## src/rtl/fifo_stream_reader_if.sv

```systemverilog
// FIFO read port plus output stream bundle for fifo_stream_reader.
// master = reader side, slave = FIFO/MAC environment.
interface fifo_stream_reader_if #(
    parameter int WIDTH = 16,
    parameter int IDX_W = 2
);
    logic             fifo_empty;
    logic             fifo_rden;
    logic [WIDTH-1:0] fifo_rddata;
    logic             out_valid;
    logic             out_ready;
    logic [WIDTH-1:0] out_data;
    logic             out_last;
    logic [IDX_W-1:0] out_idx;

    modport master (
        input  fifo_empty, fifo_rddata, out_ready,
        output fifo_rden, out_valid, out_data, out_last, out_idx
    );

    modport slave (
        output fifo_empty, fifo_rddata, out_ready,
        input  fifo_rden, out_valid, out_data, out_last, out_idx
    );
endinterface

```

## src/rtl/fifo_stream_reader.sv

```systemverilog
// Drains a registered-read sync FIFO into a framed valid/ready stream.
// Two-entry skid buffer keeps full throughput under backpressure.
module fifo_stream_reader #(
    parameter int WIDTH     = 16,
    parameter int FRAME_LEN = 4,
    parameter int IDX_W     = 2
) (
    input  logic clk,
    input  logic rstn,
    input  logic en,
    input  logic flush,
    fifo_stream_reader_if.master bus
);
    localparam logic [IDX_W-1:0] LAST_IDX = IDX_W'(FRAME_LEN - 1);

    logic [1:0]       cnt;
    logic             inflight;
    logic [WIDTH-1:0] head;
    logic [WIDTH-1:0] tail;
    logic [IDX_W-1:0] idx;
    logic             valid;
    logic             pop;
    logic             rden;
    logic [2:0]       occ;

    assign valid = (cnt != 2'd0);
    assign pop   = valid & bus.out_ready;

    // Occupancy after this edge, excluding a read issued now
    assign occ = {1'b0, cnt} + {2'b00, inflight} - {2'b00, pop};

    assign rden = rstn & en & ~flush & ~bus.fifo_empty
                & (occ <= 3'd1);

    assign bus.fifo_rden = rden;
    assign bus.out_valid = valid;
    assign bus.out_data  = head;
    assign bus.out_idx   = idx;
    assign bus.out_last  = valid & (idx == LAST_IDX);

    always_ff @(posedge clk or negedge rstn) begin
        if (!rstn) begin
            cnt      <= 2'd0;
            inflight <= 1'b0;
            head     <= '0;
            tail     <= '0;
            idx      <= '0;
        end else if (flush) begin
            cnt      <= 2'd0;
            inflight <= 1'b0;
            idx      <= '0;
        end else begin
            inflight <= rden;
            if (pop) begin
                idx <= (idx == LAST_IDX) ? '0 : idx + 1'b1;
            end
            case ({pop, inflight})
                2'b10: begin
                    head <= tail;
                    cnt  <= cnt - 2'd1;
                end
                2'b01: begin
                    if (cnt == 2'd0) head <= bus.fifo_rddata;
                    else             tail <= bus.fifo_rddata;
                    cnt <= cnt + 2'd1;
                end
                2'b11: begin
                    // Pop and capture together: count stays put
                    if (cnt == 2'd2) begin
                        head <= tail;
                        tail <= bus.fifo_rddata;
                    end else begin
                        head <= bus.fifo_rddata;
                    end
                end
                default: ;
            endcase
        end
    end
endmodule
```

## src/flat_wrapper.sv

```systemverilog
// flat-port wrapper written by rule: the top's interface ports become plain ports
module fifo_stream_reader_flat 
#(
    parameter int WIDTH     = 16,
    parameter int FRAME_LEN = 4,
    parameter int IDX_W     = 2
)
  (clk, rstn, en, flush, bus_fifo_empty, bus_fifo_rddata, bus_out_ready, bus_fifo_rden, bus_out_valid, bus_out_data, bus_out_last, bus_out_idx);
  fifo_stream_reader_if #(.WIDTH(WIDTH), .IDX_W(IDX_W)) bus_i ();
  input  logic clk;
  input  logic rstn;
  input  logic en;
  input  logic flush;
  input wire logic [$bits(bus_i.fifo_empty)-1:0] bus_fifo_empty;
  input wire logic [$bits(bus_i.fifo_rddata)-1:0] bus_fifo_rddata;
  input wire logic [$bits(bus_i.out_ready)-1:0] bus_out_ready;
  output wire logic [$bits(bus_i.fifo_rden)-1:0] bus_fifo_rden;
  output wire logic [$bits(bus_i.out_valid)-1:0] bus_out_valid;
  output wire logic [$bits(bus_i.out_data)-1:0] bus_out_data;
  output wire logic [$bits(bus_i.out_last)-1:0] bus_out_last;
  output wire logic [$bits(bus_i.out_idx)-1:0] bus_out_idx;
  assign bus_i.fifo_empty = bus_fifo_empty;
  assign bus_i.fifo_rddata = bus_fifo_rddata;
  assign bus_i.out_ready = bus_out_ready;
  assign bus_fifo_rden = bus_i.fifo_rden;
  assign bus_out_valid = bus_i.out_valid;
  assign bus_out_data = bus_i.out_data;
  assign bus_out_last = bus_i.out_last;
  assign bus_out_idx = bus_i.out_idx;
  fifo_stream_reader #(.WIDTH(WIDTH), .FRAME_LEN(FRAME_LEN), .IDX_W(IDX_W)) u_core (.clk(clk), .rstn(rstn), .en(en), .flush(flush), .bus(bus_i));
endmodule
```

## config.mk

```make
export PLATFORM = sky130hd
export DESIGN_NAME = fifo_stream_reader_flat
export DESIGN_NICKNAME = d
export VERILOG_FILES = /design/src/rtl/fifo_stream_reader_if.sv /design/src/rtl/fifo_stream_reader.sv /design/src/flat_wrapper.sv
export SDC_FILE = /design/constraint.sdc
export NUM_CORES = 1
export LEC_CHECK = 0
export CORE_MARGIN = 2
export CORE_UTILIZATION = 50
export CTS_CLUSTER_SIZE = 16
export DETAILED_ROUTE_END_ITERATION = 7
export PLACE_DENSITY_LB_ADDON = 0.08
export RECOVER_POWER = 25
export SYNTH_ARGS = -nofsm -noshare
export SYNTH_HDL_FRONTEND = slang
export SYNTH_SLANG_ARGS = --single-unit
export TNS_END_PERCENT = 1
```

## constraint.sdc

```tcl
create_clock -name clk -period 2.51 [get_ports clk]
set_input_delay 0.6275 -clock clk [delete_from_list [all_inputs] [get_ports clk]]
set_output_delay 0.6275 -clock clk [all_outputs]
set_load 0.1 [all_outputs]
```

* Word level (Yosys, flattened, before mapping) *
Cells that the tools add are included.
W data, S select, Z words.

operators by class
  reductions and logical operators = 8
  bitwise gates (word level) = 8
  equality and inequality tests = 8
  magnitude comparators = 1
  add/subtract/negate cells = 5
  multiplexer cells = 12

operator list
  cell                   count
  $mux W16               4
  $pmux W16 S3           1
  $pmux W16 S2           1
  $eq A2 B2 Y1 const B   4
  $mux W2                4
  $and A1 B1 Y1          6
  $reduce_bool A2 Y1     3
  $reduce_bool A3 Y1     2
  $add A2 B1 Y2 const B  2
  $ne A2 B1 Y1 const B   2
  $pmux W2 S2            1
  $reduce_and A4 Y1      1
  $add A2 B1 Y3          1
  $le A3 B1 Y1 const B   1
  $reduce_and A3 Y1      1
  $sub A3 B1 Y3          1
  $eq A2 B1 Y1 const B   1
  $logic_not A2 Y1       1
  $ne A2 B2 Y1 const B   1
  $not A1 Y1             2
  $sub A2 B1 Y2 const B  1
  $mux W1                1

word-level totals
  word-level logic and storage cells = 47
  register bits after elaboration = 37
  bits of input ports = 22

* Depth between registers and ports, before layout *
  word-level depth = 6
  depth in mapped cells = 9
  mapped depth without buffers = 7

* Least setup slack after synthesis *
No wires, ideal clock.

  path kind = input port to output port
  from = in bus_out_ready
  to = out bus_fifo_rden
  slack = -1867 ps
  cell stages on the path = 8
  arrival time = 3750 ps
  path through = nand3b_4 > buf_2 > nand2_1 > ha_1 > inv_1 > fa_1 > nand4b_1 > nor3_1

between the ends
  cells in the longest elaborated chain, start to end = 4

RTL lines
  what           line                      source
  from (decl)    flat_wrapper.sv:16        input wire logic [$bits(bus_i.out_ready)-1:0] bus_out_ready;
  $and A1 B1 Y1  fifo_stream_reader.sv:27  assign pop = valid & bus.out_ready;
  $sub A3 B1 Y3  fifo_stream_reader.sv:30  assign occ = {1'b0, cnt} + {2'b00, inflight} - {2'b00, pop};
  $le A3 B1 Y1   fifo_stream_reader.sv:33  & (occ <= 3'd1);
  $and A1 B1 Y1  fifo_stream_reader.sv:33
  to (decl)      flat_wrapper.sv:17        output wire logic [$bits(bus_i.fifo_rden)-1:0] bus_fifo_rden;

Every way passes these cells.

* Final worst setup path *
  from = reg u_core.cnt[0]
  to = out bus_fifo_rden

between the ends
  cells in the longest elaborated chain, start to end = 5
  elaborated cells on any way between the ends = 6
  those cells by class = 2 x add/sub; 1 x order compare; 2 x bitwise; 1 x reduce/logical

RTL lines
  what                                                                   line                      source
  from (decl)                                                            fifo_stream_reader.sv:16  logic [1:0] cnt;
  from (signal assigned)                                                 fifo_stream_reader.sv:60  cnt <= cnt - 2'd1;
  from (signal assigned)                                                 fifo_stream_reader.sv:65  cnt <= cnt + 2'd1;
  parallel branches: the longest is 2 deep, another holds $add A2 B1 Y3  --
  $sub A3 B1 Y3 *                                                        fifo_stream_reader.sv:30
  $le A3 B1 Y1 *                                                         fifo_stream_reader.sv:33
  $and A1 B1 Y1 *                                                        fifo_stream_reader.sv:33

Mark *: on every way between the ends.

==> results.md <==
- PnR worst setup slack: -0.296 ns
- Setup Skew: 0.00294 ns
- CP Launch Type: flip-flop
- Multiplexer share of the synthesized area: 0.119
- Grt ovf: 0
- Share of cells above drive strength 1: 0.323
- Failing checks: negative setup slack
- Status: finished with violations
- Max Cap Viol: 0
- Total Routing Usage GR: 0.249
- Critical path origin: u_core.cnt[0]$_DFFE_PN0P_
- Clock transition at path regs: 0.07 ns
- DR vias/cell: 6.07
- Die area: 0.00433 sq mm
- Longest Clk Path Bufs: 2
- Routability congestion estimate from global placement: 0.837
- Total iterations of the first detailed-routing run: 4
- R2R Path End: u_core.tail[4]$_DFFE_PN0P_
- Hold Path Sink: u_core.tail[11]$_DFFE_PN0P_
- Starting Density: 0.521
- H-tree depth: 2
- CP arrival: 2.18 ns
- Hold path cells: 1
- Post-synthesis xor/xnor area fraction: 0.00459
- Post-Syn Nets: 192
- Largest family of logic cells by synthesized area: compound AO/OA/AOI/OAI gates
- Synth Warn #: 0
- WS Path Type: flip-flop to primary output
- Slew @ Worst Pin: 0.912 ns
- Root Buffer: clkbuf_8
- Fin crit share: 1.12
- Final Hold Viols: 0
- Post-Synthesis Cells: 167
- R2r setup slk: 0.58 ns
- Vias: 1,608
- Synth Area in Simple Gates: 0.132
- Max Transition Viols Final: 0
- Worst rel slew slack: 0.392
- #FFs+latches synth: 37
- Total wire length: 4850 um
- Area growth, synth to finish: 31.1%
- I/O pin count: 43
- Die W: 65.8 um
- Core box area: 0.00366 sq mm
- Largest net degree at the start of global routing: 38
- Diodes inserted: 0
- PD cells: 797 mW/mm^2
- Post-route setup TNS: -0.296 ns
- CP required: 1.88 ns
- DR iter-0 viols: 155
- Post-Synthesis Cell Area: 0.00191 sq mm
- Cell variety after synth: 29
- First-pass GRT wire length: 7850 um
- I/O Buffers: 42
- Residual DRC: 0
- Hold wc startpoint: u_core.tail[11]$_DFFE_PN0P_
- CTS tree: done
- Initial antenna violation count: 0
- Average wire per standard cell: 18.3 um
- Peak VDD IR: 0.447 mV
- Fillers: 276
- FF/Latch Area: 926 sq um
- Number of hold buffers added after cts: 0
- Seq/Total Area, Yosys: 0.485
- Utilization after layout: 0.684
- Multi-input logic area: 907 sq um
- Die H: 65.8 um
- Clock sink count: 37
- RSZ-0062 raised after global routing: yes
- Lkg Pwr: 0.00113 uW
- FF-to-FF Start: u_core.cnt[1]$_DFFE_PN0P_
- Power, Total: 2000 uW
- Fraction of the mapped netlist area in compound gates: 0.178
- NumNets Final: 242
- Crit end category: primary output
- Area share of fa/ha/maj cells after synthesis: 0.0236
- Worst-Skew Late Latency: 0.29 ns
- Number of setup violations in the final report: 1
- Worst R2R Path Depth: 4
- Std cell rows: 22
- Syn avg cell area: 11.4 sq um
- Largest fanout on the critical path: 3
- TritonCTS Buffers: 5
- HPWL after detailed placement: 3130 um
- Max Fclk: 356 MHz
- Dpl ws: -0.769 ns
- Post-DRT Antenna Nets: 0
- Vias in the first global route: 1,567
- Clock period minus worst slack: 2.81 ns
- Tightest Hold Check Type: flip-flop to flip-flop
## Yosys cell counts
library cell  count  area share
mux2i_1           1      0.0052
mux2_2            6       0.035
ha_1              2       0.013
nand2b_1          2      0.0066
buf_2             6       0.016
nand4b_1          1      0.0046
o21ai_0          17       0.045
nor3_1            5       0.013
a21oi_1           4       0.010
or3_1             1      0.0033
fa_1              1       0.010
a21o_4            1      0.0079
nand4b_4          1       0.012
nand2_1           5      0.0098
nor4b_4           1       0.012
dfrtp_1          37        0.49
clkbuf_1          2      0.0039
and2_1            1      0.0033
nand3b_4          1       0.010
inv_1             3      0.0059
a31oi_1          16       0.052
nor2b_1           2      0.0066
buf_6             4       0.024
mux2_4           10       0.079
nand3_1          17       0.045
or2_4             1      0.0046
a211oi_1         16       0.063
xor2_1            1      0.0046
buf_4             2      0.0079
## sequential cells by signal, indices dropped and copies added (netlist names)
signal	cells
u_core.bus.out_idx	2
u_core.tail	16
u_core.cnt	2
u_core.bus.out_data	16
u_core.inflight	1
## through the flow
step	std cells	area, sq um	hold slack [ns]
after detailed placement	256	2380	0.489
after global routing	265	2500	0.517
after floorplan	167	1920	0.332
after CTS	265	2500	0.434
final	265	2500	0.507
after global placement	256	2380	0.481
## layout make-up
| cell class | instances | area share |
|---|---|---|
| clock buffer | 7 | 0.0345 |
| inverter | 3 | 0.00450 |
| multi-input combinational | 113 | 0.363 |
| sequential | 37 | 0.370 |
| tap | 48 | 0.0240 |
| timing repair buffer | 57 | 0.205 |
## how the worst max path moves through the flow
stage / endpoint / slack (ns) / cells past startpoint
2_1_floorplan: bus_fifo_rden / -0.64 / 8
3_3_place_gp: bus_fifo_rden / -0.64 / 9
3_5_place_dp: bus_fifo_rden / -0.77 / 9
4_1_cts: bus_fifo_rden / -0.37 / 8
5_1_grt: bus_fifo_rden / -0.38 / 9
6_report: bus_fifo_rden / -0.30 / 9
## critical path, cell delays in order, from the launching register on
cell and delay, ns:
dfrtp_1 0.39, buf_4 0.14, nand2b_4 0.05, nand2_2 0.08, ha_4 0.12, inv_2 0.03, fa_1 0.46, nand4b_1 0.17
nor3_4 0.22, buf_12 0.21
## logic make-up after synthesis
family,Yosys count
AND/OR/NAND/NOR,38
AO/OA/AOI/OAI,54
flip-flops,37
XOR/XNOR,1
buffers and inverters,17
multiplexers,17
adder cells (fa/ha/maj),3
## placed cells by master, fill, tap and decap left out, types with 2 or more instances in the layout
cell type,count
a211oi_1,16
buf_12,3
mux2_4,10
mux2_2,6
nand3_1,17
inv_1,2
nor2b_1,2
clkbuf_8,6
buf_4,32
nor3_1,4
nand2_1,4
a21oi_1,4
o21ai_0,17
a31oi_1,16
dfrtp_1,37
clkdlybuf4s50_1,19
## per-layer routing
layer / global-route usage / vias up / wire (um)
li1: - / 721 / -
met5: 0 / - / 0
met4: 0.120 / 0 / 112
met2: 0.393 / 85 / 2390
met1: 0.320 / 793 / 1950
met3: 0.0630 / 9 / 397
## power by group
group | internal (uW) | total, uW | switching, uW
Clock | 218 | 424 | 206
Sequential | 677 | 726 | 49.1
Combinational | 190 | 846 | 656
## repair_timing
item,CTS,global route
pin swaps,2,2
gates resized for setup,11,0
setup buffers,2,0
setup endpoints to repair,1,1
Power figures use the tool's default switching activity.
